$ cat config.mk
export PLATFORM = sky130hd
export DESIGN_NAME = status_reporter_flat
export DESIGN_NICKNAME = d
export VERILOG_FILES = /design/src/rtl/status_reporter_pkg.sv /design/src/rtl/status_reporter_if.sv /design/src/rtl/status_reporter_sat_counter.sv /design/src/rtl/status_reporter.sv /design/src/flat_wrapper.sv
export SDC_FILE = /design/constraint.sdc
export NUM_CORES = 1
export LEC_CHECK = 0
export CAP_MARGIN = 20
export CORE_UTILIZATION = 50
export DETAILED_ROUTE_END_ITERATION = 10
export PLACE_DENSITY = 0.68
export SETUP_SLACK_MARGIN = 0.1
export SYNTH_ARGS = -nofsm -noshare
export SYNTH_HDL_FRONTEND = slang
export SYNTH_SLANG_ARGS = --single-unit
$ cat constraint.sdc
create_clock -name clk -period 4.85 [get_ports clk]
set_input_delay 0.97 -clock clk [delete_from_list [all_inputs] [get_ports clk]]
set_output_delay 0.97 -clock clk [all_outputs]
set_load 0.03 [all_outputs]
$ cat src/rtl/status_reporter_pkg.sv
// -----------------------------------------------------------------------------
// status_reporter_pkg
//   Shared constants and types for the status_reporter telemetry framer:
//   frame marker and length, FSM state encoding, MODULATION code range,
//   snapshot frame layout and the frame checksum helper.
// -----------------------------------------------------------------------------
package status_reporter_pkg;

   localparam logic [7:0] SYNC_BYTE_DEF = 8'hA5;
   localparam int         FRAME_LEN     = 7;
   localparam int         CNT_W         = 16;
   localparam logic [CNT_W-1:0] CNT_MAX = '1;

   // MODULATION code range carried in byte 1 (1 = AM .. 5 = 8PSK)
   localparam logic [2:0] MOD_AM   = 3'd1;
   localparam logic [2:0] MOD_8PSK = 3'd5;

   typedef enum logic [1:0] {
      ST_IDLE = 2'd0,
      ST_LOAD = 2'd1,
      ST_SEND = 2'd2
   } state_t;

   // Values frozen in the LOAD cycle and streamed out during SEND
   typedef struct packed {
      logic [3:0]       seq;
      logic             full;
      logic [2:0]       mod;
      logic [CNT_W-1:0] rx;
      logic [CNT_W-1:0] urun;
      logic [7:0]       csum;
   } frame_t;

   // XOR of frame bytes 1..5
   function automatic logic [7:0] frame_csum(input logic [7:0]       b1,
                                             input logic [CNT_W-1:0] rx,
                                             input logic [CNT_W-1:0] urun);
      return b1 ^ rx[15:8] ^ rx[7:0] ^ urun[15:8] ^ urun[7:0];
   endfunction

endpackage

$ cat src/rtl/status_reporter_if.sv
// -----------------------------------------------------------------------------
// status_reporter_if
//   Byte-stream TX handshake toward the FT245 simple interface.
//   tx_data  : byte presented to the FT245 TX port
//   tx_valid : tx_data is valid
//   tx_ready : FT245 accepts the byte this cycle
//   master = status_reporter side, slave = ft245 TX side.
// -----------------------------------------------------------------------------
interface status_reporter_if;
   logic [7:0] tx_data;
   logic       tx_valid;
   logic       tx_ready;

   modport master (output tx_data, output tx_valid, input tx_ready);
   modport slave  (input tx_data, input tx_valid, output tx_ready);
endinterface

$ cat src/rtl/status_reporter_sat_counter.sv
// -----------------------------------------------------------------------------
// sat_counter
//   16-bit saturating event counter with synchronous window clear.
//   clk    : system clock
//   rst    : synchronous active-high reset
//   clr_i  : start a new window; an event in the same cycle loads 1
//   evt_i  : one-cycle event strobe
//   cnt_o  : current count, sticks at all-ones
// -----------------------------------------------------------------------------
module sat_counter
   import status_reporter_pkg::*;
(
   input  logic             clk,
   input  logic             rst,
   input  logic             clr_i,
   input  logic             evt_i,
   output logic [CNT_W-1:0] cnt_o
);

   logic [CNT_W-1:0] cnt_q, cnt_d;

   always_comb begin
      cnt_d = cnt_q;
      if (clr_i) begin
         // the clearing cycle already belongs to the new window
         cnt_d = evt_i ? CNT_W'(1) : '0;
      end else if (evt_i && (cnt_q != CNT_MAX)) begin
         cnt_d = cnt_q + CNT_W'(1);
      end
   end

   always_ff @(posedge clk) begin
      if (rst) begin
         cnt_q <= '0;
      end else begin
         cnt_q <= cnt_d;
      end
   end

   assign cnt_o = cnt_q;

endmodule

$ cat src/rtl/status_reporter.sv
// -----------------------------------------------------------------------------
// status_reporter
//   Host-bound telemetry framer. Counts sample-FIFO writes, modulator
//   underruns and FIFO-full occurrences and, every CLKS_PER_REPORT cycles
//   while enabled, sends a 7-byte status frame on the FT245 TX path:
//     A5 | {seq,full_seen,mod_code} | rx_hi | rx_lo | urun_hi | urun_lo | xor
//   Ports:
//     clk, rst      : clock, synchronous active-high reset
//     enable        : periodic reporting active
//     mod_code      : current MODULATION code
//     fifo_wr       : byte written into sample FIFO
//     fifo_rd_req   : modulator read request
//     fifo_empty    : sample FIFO empty (with fifo_rd_req -> underrun)
//     fifo_full     : sample FIFO full
//     tx            : byte stream handshake (master)
//     busy          : frame in LOAD or SEND
// -----------------------------------------------------------------------------
module status_reporter
   import status_reporter_pkg::*;
#(
   parameter int         CLKS_PER_REPORT = 12000000,
   parameter logic [7:0] SYNC_BYTE       = SYNC_BYTE_DEF
)(
   input  logic                     clk,
   input  logic                     rst,
   input  logic                     enable,
   input  logic [2:0]               mod_code,
   input  logic                     fifo_wr,
   input  logic                     fifo_rd_req,
   input  logic                     fifo_empty,
   input  logic                     fifo_full,
   status_reporter_if.master        tx,
   output logic                     busy
);

   localparam int            TW         = (CLKS_PER_REPORT > 1) ? $clog2(CLKS_PER_REPORT) : 1;
   localparam logic [TW-1:0] TIMER_LAST = TW'(CLKS_PER_REPORT - 1);
   localparam logic [2:0]    IDX_LAST   = 3'(FRAME_LEN - 1);

   state_t           state_q, state_d;
   logic [TW-1:0]    timer_q, timer_d;
   logic             pending_q, pending_d;
   logic             full_seen_q, full_seen_d;
   logic [3:0]       seq_q, seq_d;
   logic [2:0]       idx_q, idx_d;
   frame_t           frame_q, frame_d;
   logic [7:0]       tx_data_q, tx_data_d;
   logic             tx_valid_q, tx_valid_d;

   logic             tick, accept, last_byte, load_en, send_done;
   logic [1:0]       evt;
   logic [CNT_W-1:0] cnt [2];
   logic [2:0]       sel;
   logic [7:0]       byte_mux;
   logic [7:0]       snap_b1;

   // ---- event counters: [0] = sample writes, [1] = underruns ----
   assign evt[0] = fifo_wr;
   assign evt[1] = fifo_rd_req & fifo_empty;

   generate
      for (genvar gi = 0; gi < 2; gi++) begin : g_cnt
         sat_counter u_cnt (
            .clk   (clk),
            .rst   (rst),
            .clr_i (load_en),
            .evt_i (evt[gi]),
            .cnt_o (cnt[gi])
         );
      end
   endgenerate

   assign tick      = enable && (timer_q == TIMER_LAST);
   assign accept    = tx_valid_q && tx.tx_ready;
   assign last_byte = (idx_q == IDX_LAST);

   // ---- FSM: state register ----
   always_ff @(posedge clk) begin
      if (rst) begin
         state_q <= ST_IDLE;
      end else begin
         state_q <= state_d;
      end
   end

   // ---- FSM: next state ----
   always_comb begin
      state_d = state_q;
      case (state_q)
         ST_IDLE: if (tick || pending_q) state_d = ST_LOAD;
         ST_LOAD: state_d = ST_SEND;
         ST_SEND: if (accept && last_byte) state_d = ST_IDLE;
         default: state_d = ST_IDLE;
      endcase
   end

   // ---- FSM: outputs ----
   always_comb begin
      busy      = (state_q != ST_IDLE);
      load_en   = (state_q == ST_LOAD);
      send_done = (state_q == ST_SEND) && accept && last_byte;
   end

   // ---- frame byte mux: selects the byte that goes out after the next edge ----
   assign sel = load_en ? 3'd0 : (idx_q + 3'd1);

   always_comb begin
      byte_mux = 8'h00;
      case (sel)
         3'd0: byte_mux = SYNC_BYTE;
         3'd1: byte_mux = {frame_q.seq, frame_q.full, frame_q.mod};
         3'd2: byte_mux = frame_q.rx[15:8];
         3'd3: byte_mux = frame_q.rx[7:0];
         3'd4: byte_mux = frame_q.urun[15:8];
         3'd5: byte_mux = frame_q.urun[7:0];
         3'd6: byte_mux = frame_q.csum;
         default: byte_mux = 8'h00;
      endcase
   end

   // ---- datapath next state ----
   assign snap_b1 = {seq_q, full_seen_q, mod_code};

   always_comb begin
      timer_d     = (!enable || tick) ? '0 : timer_q + TW'(1);
      pending_d   = pending_q;
      full_seen_d = full_seen_q | fifo_full;
      seq_d       = seq_q;
      idx_d       = idx_q;
      frame_d     = frame_q;
      tx_data_d   = tx_data_q;
      tx_valid_d  = tx_valid_q;

      // IDLE consumes any pending request; a tick during a frame is remembered once
      if (state_q == ST_IDLE) begin
         pending_d = 1'b0;
      end else if (tick) begin
         pending_d = 1'b1;
      end

      if (load_en) begin
         full_seen_d  = fifo_full;
         frame_d.seq  = seq_q;
         frame_d.full = full_seen_q;
         frame_d.mod  = mod_code;
         frame_d.rx   = cnt[0];
         frame_d.urun = cnt[1];
         frame_d.csum = frame_csum(snap_b1, cnt[0], cnt[1]);
         idx_d        = 3'd0;
         tx_valid_d   = 1'b1;
         tx_data_d    = byte_mux;
      end else if ((state_q == ST_SEND) && accept) begin
         if (last_byte) begin
            tx_valid_d = 1'b0;
            tx_data_d  = 8'h00;
         end else begin
            idx_d     = idx_q + 3'd1;
            tx_data_d = byte_mux;
         end
      end

      if (send_done) begin
         seq_d = seq_q + 4'd1;
      end
   end

   always_ff @(posedge clk) begin
      if (rst) begin
         timer_q     <= '0;
         pending_q   <= 1'b0;
         full_seen_q <= 1'b0;
         seq_q       <= 4'd0;
         idx_q       <= 3'd0;
         frame_q     <= '0;
         tx_data_q   <= 8'h00;
         tx_valid_q  <= 1'b0;
      end else begin
         timer_q     <= timer_d;
         pending_q   <= pending_d;
         full_seen_q <= full_seen_d;
         seq_q       <= seq_d;
         idx_q       <= idx_d;
         frame_q     <= frame_d;
         tx_data_q   <= tx_data_d;
         tx_valid_q  <= tx_valid_d;
      end
   end

   assign tx.tx_data  = tx_data_q;
   assign tx.tx_valid = tx_valid_q;

endmodule

$ cat src/flat_wrapper.sv
// flat-port wrapper written by rule: the top's interface ports become plain ports
module status_reporter_flat import status_reporter_pkg::*;
#(
   parameter int         CLKS_PER_REPORT = 12000000,
   parameter logic [7:0] SYNC_BYTE       = SYNC_BYTE_DEF
)
  (clk, rst, enable, mod_code, fifo_wr, fifo_rd_req, fifo_empty, fifo_full, busy, tx_tx_data, tx_tx_valid, tx_tx_ready);
  status_reporter_if tx_i ();
  input  logic clk;
  input  logic rst;
  input  logic enable;
  input  logic [2:0] mod_code;
  input  logic fifo_wr;
  input  logic fifo_rd_req;
  input  logic fifo_empty;
  input  logic fifo_full;
  output logic busy;
  output wire logic [$bits(tx_i.tx_data)-1:0] tx_tx_data;
  output wire logic [$bits(tx_i.tx_valid)-1:0] tx_tx_valid;
  input wire logic [$bits(tx_i.tx_ready)-1:0] tx_tx_ready;
  assign tx_tx_data = tx_i.tx_data;
  assign tx_tx_valid = tx_i.tx_valid;
  assign tx_i.tx_ready = tx_tx_ready;
  status_reporter #(.CLKS_PER_REPORT(CLKS_PER_REPORT), .SYNC_BYTE(SYNC_BYTE)) u_core (.clk(clk), .rst(rst), .enable(enable), .mod_code(mod_code), .fifo_wr(fifo_wr), .fifo_rd_req(fifo_rd_req), .fifo_empty(fifo_empty), .fifo_full(fifo_full), .tx(tx_i), .busy(busy));
endmodule
==> impl_metrics.env <==
export IMPL_status="finished clean"
export IMPL_routabilityCongestion=0.822
export IMPL_period_share_pct=70.8
export IMPL_grt_use_met3_pct=7.24
export IMPL_post_cts_buffers=0
export IMPL_placed_area_sq_mm=0.00629
export IMPL_leakagePower_nw=2.29
export IMPL_fin_skew_ps=5.41
export IMPL_grt_pass1_vias=4856
export IMPL_async_reset_ff_share_pct=0
export IMPL_final_cell_mix="131 x nand2_1, 124 x dfxtp_1, 93 x a21oi_1, 32 x nor2_1, 32 x o21ai_0"
export IMPL_ios=21
export IMPL_io_buffers=20
export IMPL_drv_slew=0
export IMPL_seq_power_share_pct=42.8
export IMPL_r2r_start="u_core.idx_q[0]"
export IMPL_grt_max_degree=67
export IMPL_min_period_ps=3430
export IMPL_min_to="u_core.frame_q[33]"
export IMPL_synth_top_area_share_pct=40.9
export IMPL_setup_worst_path_end_class="register"
export IMPL_synth_cells=737
export IMPL_die_h_um=112
export IMPL_rsz0062_at_grt="false"
export IMPL_first_pass_iters=8
export IMPL_hold_buffers=0
export IMPL_critPathRequiredTime_ps=5200
export IMPL_cts_num_sinks=124
export IMPL_r2r_cells=6
export IMPL_tightest_slew_ps=1100
export IMPL_p_comb_share_pct=2.3
export IMPL_core_sq_mm=0.0116
export IMPL_p_int_mw=1.91
export IMPL_drc=0
export IMPL_dp_hpwl_mm=10.1
export IMPL_cts_tree="built"
export IMPL_clkPwrFrac_pct=55.0
export IMPL_synth_fp_nets=754
export IMPL_layout_area_overhead_vs_synth_pct=14.2
export IMPL_max_freq_ghz=0.291
export IMPL_n_antenna_cell=0
export IMPL_final_hold_viol_count=0
export IMPL_finalPower_mw=2.41
export IMPL_clk_insertion_delay_late_ps=420
export IMPL_ys_seq_area_share_pct=40.9
export IMPL_reg2reg_to="u_core.tx.tx_data[2]"
export IMPL_setup_tns_ps=0
export IMPL_wire_per_inst_um=16.6
export IMPL_wl_mm=14.8
export IMPL_cp_startpoint="u_core.idx_q[0]"
export IMPL_antenna_found_initial=0
export IMPL_switching_share_pct=20.5
export IMPL_yosys_cell_types_count=58
export IMPL_min_from="u_core.frame_q[33]"
export IMPL_timing_final_ws_setup_ps=1420
export IMPL_layout_commonest_cell="nand2_1"
export IMPL_slew_headroom_pct=26.4
export IMPL_ys_flop_type="dfxtp_1"
export IMPL_start_util_pct=52.2
export IMPL_clkTransAtPathRegs_ps=60
export IMPL_critPathLaunchType="register"
export IMPL_vdd_drop_max_uv=209
export IMPL_grt_first_pass_wirelength_mm=24.3
export IMPL_htreeDepth=4
export IMPL_clock_path_buffers=2
export IMPL_nNetsFinal=751
export IMPL_p_per_area_mw_per_mm2=348
export IMPL_synth_edf_count=0
export IMPL_yosys_area_top_type="dfxtp_1"
export IMPL_cts_buffers=17
export IMPL_ff2ff_setup_slack_ps=1420
export IMPL_syn_cell_area_sq_mm=0.00606
export IMPL_clock_root_buffer="clkbuf_16"
export IMPL_synth_area_leaders="dfxtp_1 41%, nand2_1 8.1%, a21oi_1 7.7%"
export IMPL_setup_violations_final=0
export IMPL_vias_per_cell=6.02
export IMPL_track_usage_pct=24.8
export IMPL_drv_cap=0
export IMPL_hold_depth=2
export IMPL_final_area_sq_mm=0.00692
export IMPL_grt_util_met2_pct=37.9
export IMPL_grt_overflow=0
export IMPL_yosys_warnings=0
export IMPL_critPathKind="register to register"
export IMPL_arrival_ps=3780
export IMPL_ant_nets=0
export IMPL_die_area_sq_mm=0.0126
export IMPL_hold_path_class="register to register"
export IMPL_drive_above_1_share_pct=7.23
export IMPL_fill_cells=1049
export IMPL_num_vias=5359
export IMPL_num_rows=39
export IMPL_cp_max_fo=27
export IMPL_synth_seq_cells=124
export IMPL_grt_util_met1_pct=33.2
export IMPL_drt_iter0_drc=426
export IMPL_dpl_worst_slack_ps=1520
export IMPL_p_switching_uw=493
export IMPL_syn_area_per_cell_sq_um=8.23
export IMPL_die_w_um=112
export IMPL_grt_busiest_layer="met2"
export IMPL_cts_resized_gates=0
## layout make-up
class	instances	area, sq um	share of cell area (%)
flip-flops and latches	124	2480	35.9
well taps	143	179	2.58
clock inverters	12	170	2.46
repair buffers	28	255	3.69
inverters	14	52.6	0.759
clock buffers	20	447	6.45
multi-input cells	549	3340	48.2
## power groups by stage
stage	sequential (mW)	clock [mW]	combinational [mW]
floorplan	1.05	0	0.0360
global placement	1.05	0	0.0522
detailed placement	1.05	0	0.0534
CTS	1.03	1.34	0.0539
global route	1.03	1.39	0.0598
finish	1.03	1.32	0.0545
## per-layer routing
layer  vias up  wire length, um
li1       2632                -
met1      2575             7050
met2       128             6730
met3        24              711
met4         0              263
met5         -                0
## kinds of logic (layout without fill, tap and decap cells)
| family | after synthesis | in the layout | share of synthesized area, % |
|---|---|---|---|
| XOR/XNOR | 43 | 43 | 8.03 |
| AO/OA/AOI/OAI | 179 | 179 | 17.5 |
| AND/OR/NAND/NOR | 306 | 306 | 25.6 |
| flip-flops | 124 | 124 | 40.9 |
| multiplexers | 15 | 15 | 2.54 |
| buffers and inverters | 64 | 74 | 4.21 |
| adder cells (fa/ha/maj) | 6 | 6 | 1.24 |
## synthesized netlist by cell type, types with 3 or more instances
library cell    n
and3_1         10
nand2b_1        7
dfxtp_1       124
o31ai_1        17
o21ai_0        32
a22oi_1         3
clkbuf_1       36
or4_1          17
xnor3_1         8
mux2i_1        12
or3_1          15
a31oi_1         3
inv_1          13
ha_1            6
nor3_1          8
nor2b_1         5
nand4_1        18
and4_1          8
or3b_2          3
xor2_1         20
nand2_1       131
nor2_1         32
buf_2          12
a21oi_1        93
nand3_1        30
and2_1          5
a211oi_1        7
xnor2_1        15
nor4_1          4
a311oi_1        4
mux2_2          3
## state kept, by name, indices dropped and copies added (netlist names)
| name | count |
|---|---|
| u_core.timer_q | 24 |
| u_core.seq_q | 4 |
| u_core.tx.tx_valid | 1 |
| u_core.g_cnt.u_cnt.cnt_o | 32 |
| u_core.state_q | 2 |
| u_core.tx.tx_data | 8 |
| u_core.frame_q | 48 |
| u_core.pending_q | 1 |
| u_core.full_seen_q | 1 |
| u_core.idx_q | 3 |
## per-stage QoR
| step | hold WS [ps] | util, % | std cells |
|---|---|---|---|
| detailed placement | 444 | 54.2 | 856 |
| global route | 473 | 59.6 | 890 |
| finish | 452 | 59.6 | 890 |
| global placement | 438 | 54.2 | 856 |
| CTS | 454 | 59.5 | 888 |
| floorplan | 426 | - | 737 |
## worst max-delay path by stage
| stage | endpoint | cells past startpoint | slack [ps] |
|---|---|---|---|
| 3_5_place_dp | u_core.tx.tx_data[2] | 6 | 1520 |
| 2_1_floorplan | u_core.tx.tx_data[2] | 9 | 2450 |
| 4_1_cts | u_core.tx.tx_data[2] | 6 | 1500 |
| 5_1_grt | u_core.tx.tx_data[2] | 6 | 1150 |
| 6_report | u_core.tx.tx_data[2] | 6 | 1420 |
| 3_3_place_gp | u_core.tx.tx_data[7] | 6 | 1700 |
## worst max-delay path, stage by stage, from the launching register on
cell	delay [ps]
dfxtp_1	740
inv_1	240
ha_1	880
nor2_1	160
a221oi_1	900
o21ai_0	230
o21ai_0	200
Power figures use the tool's default switching activity.
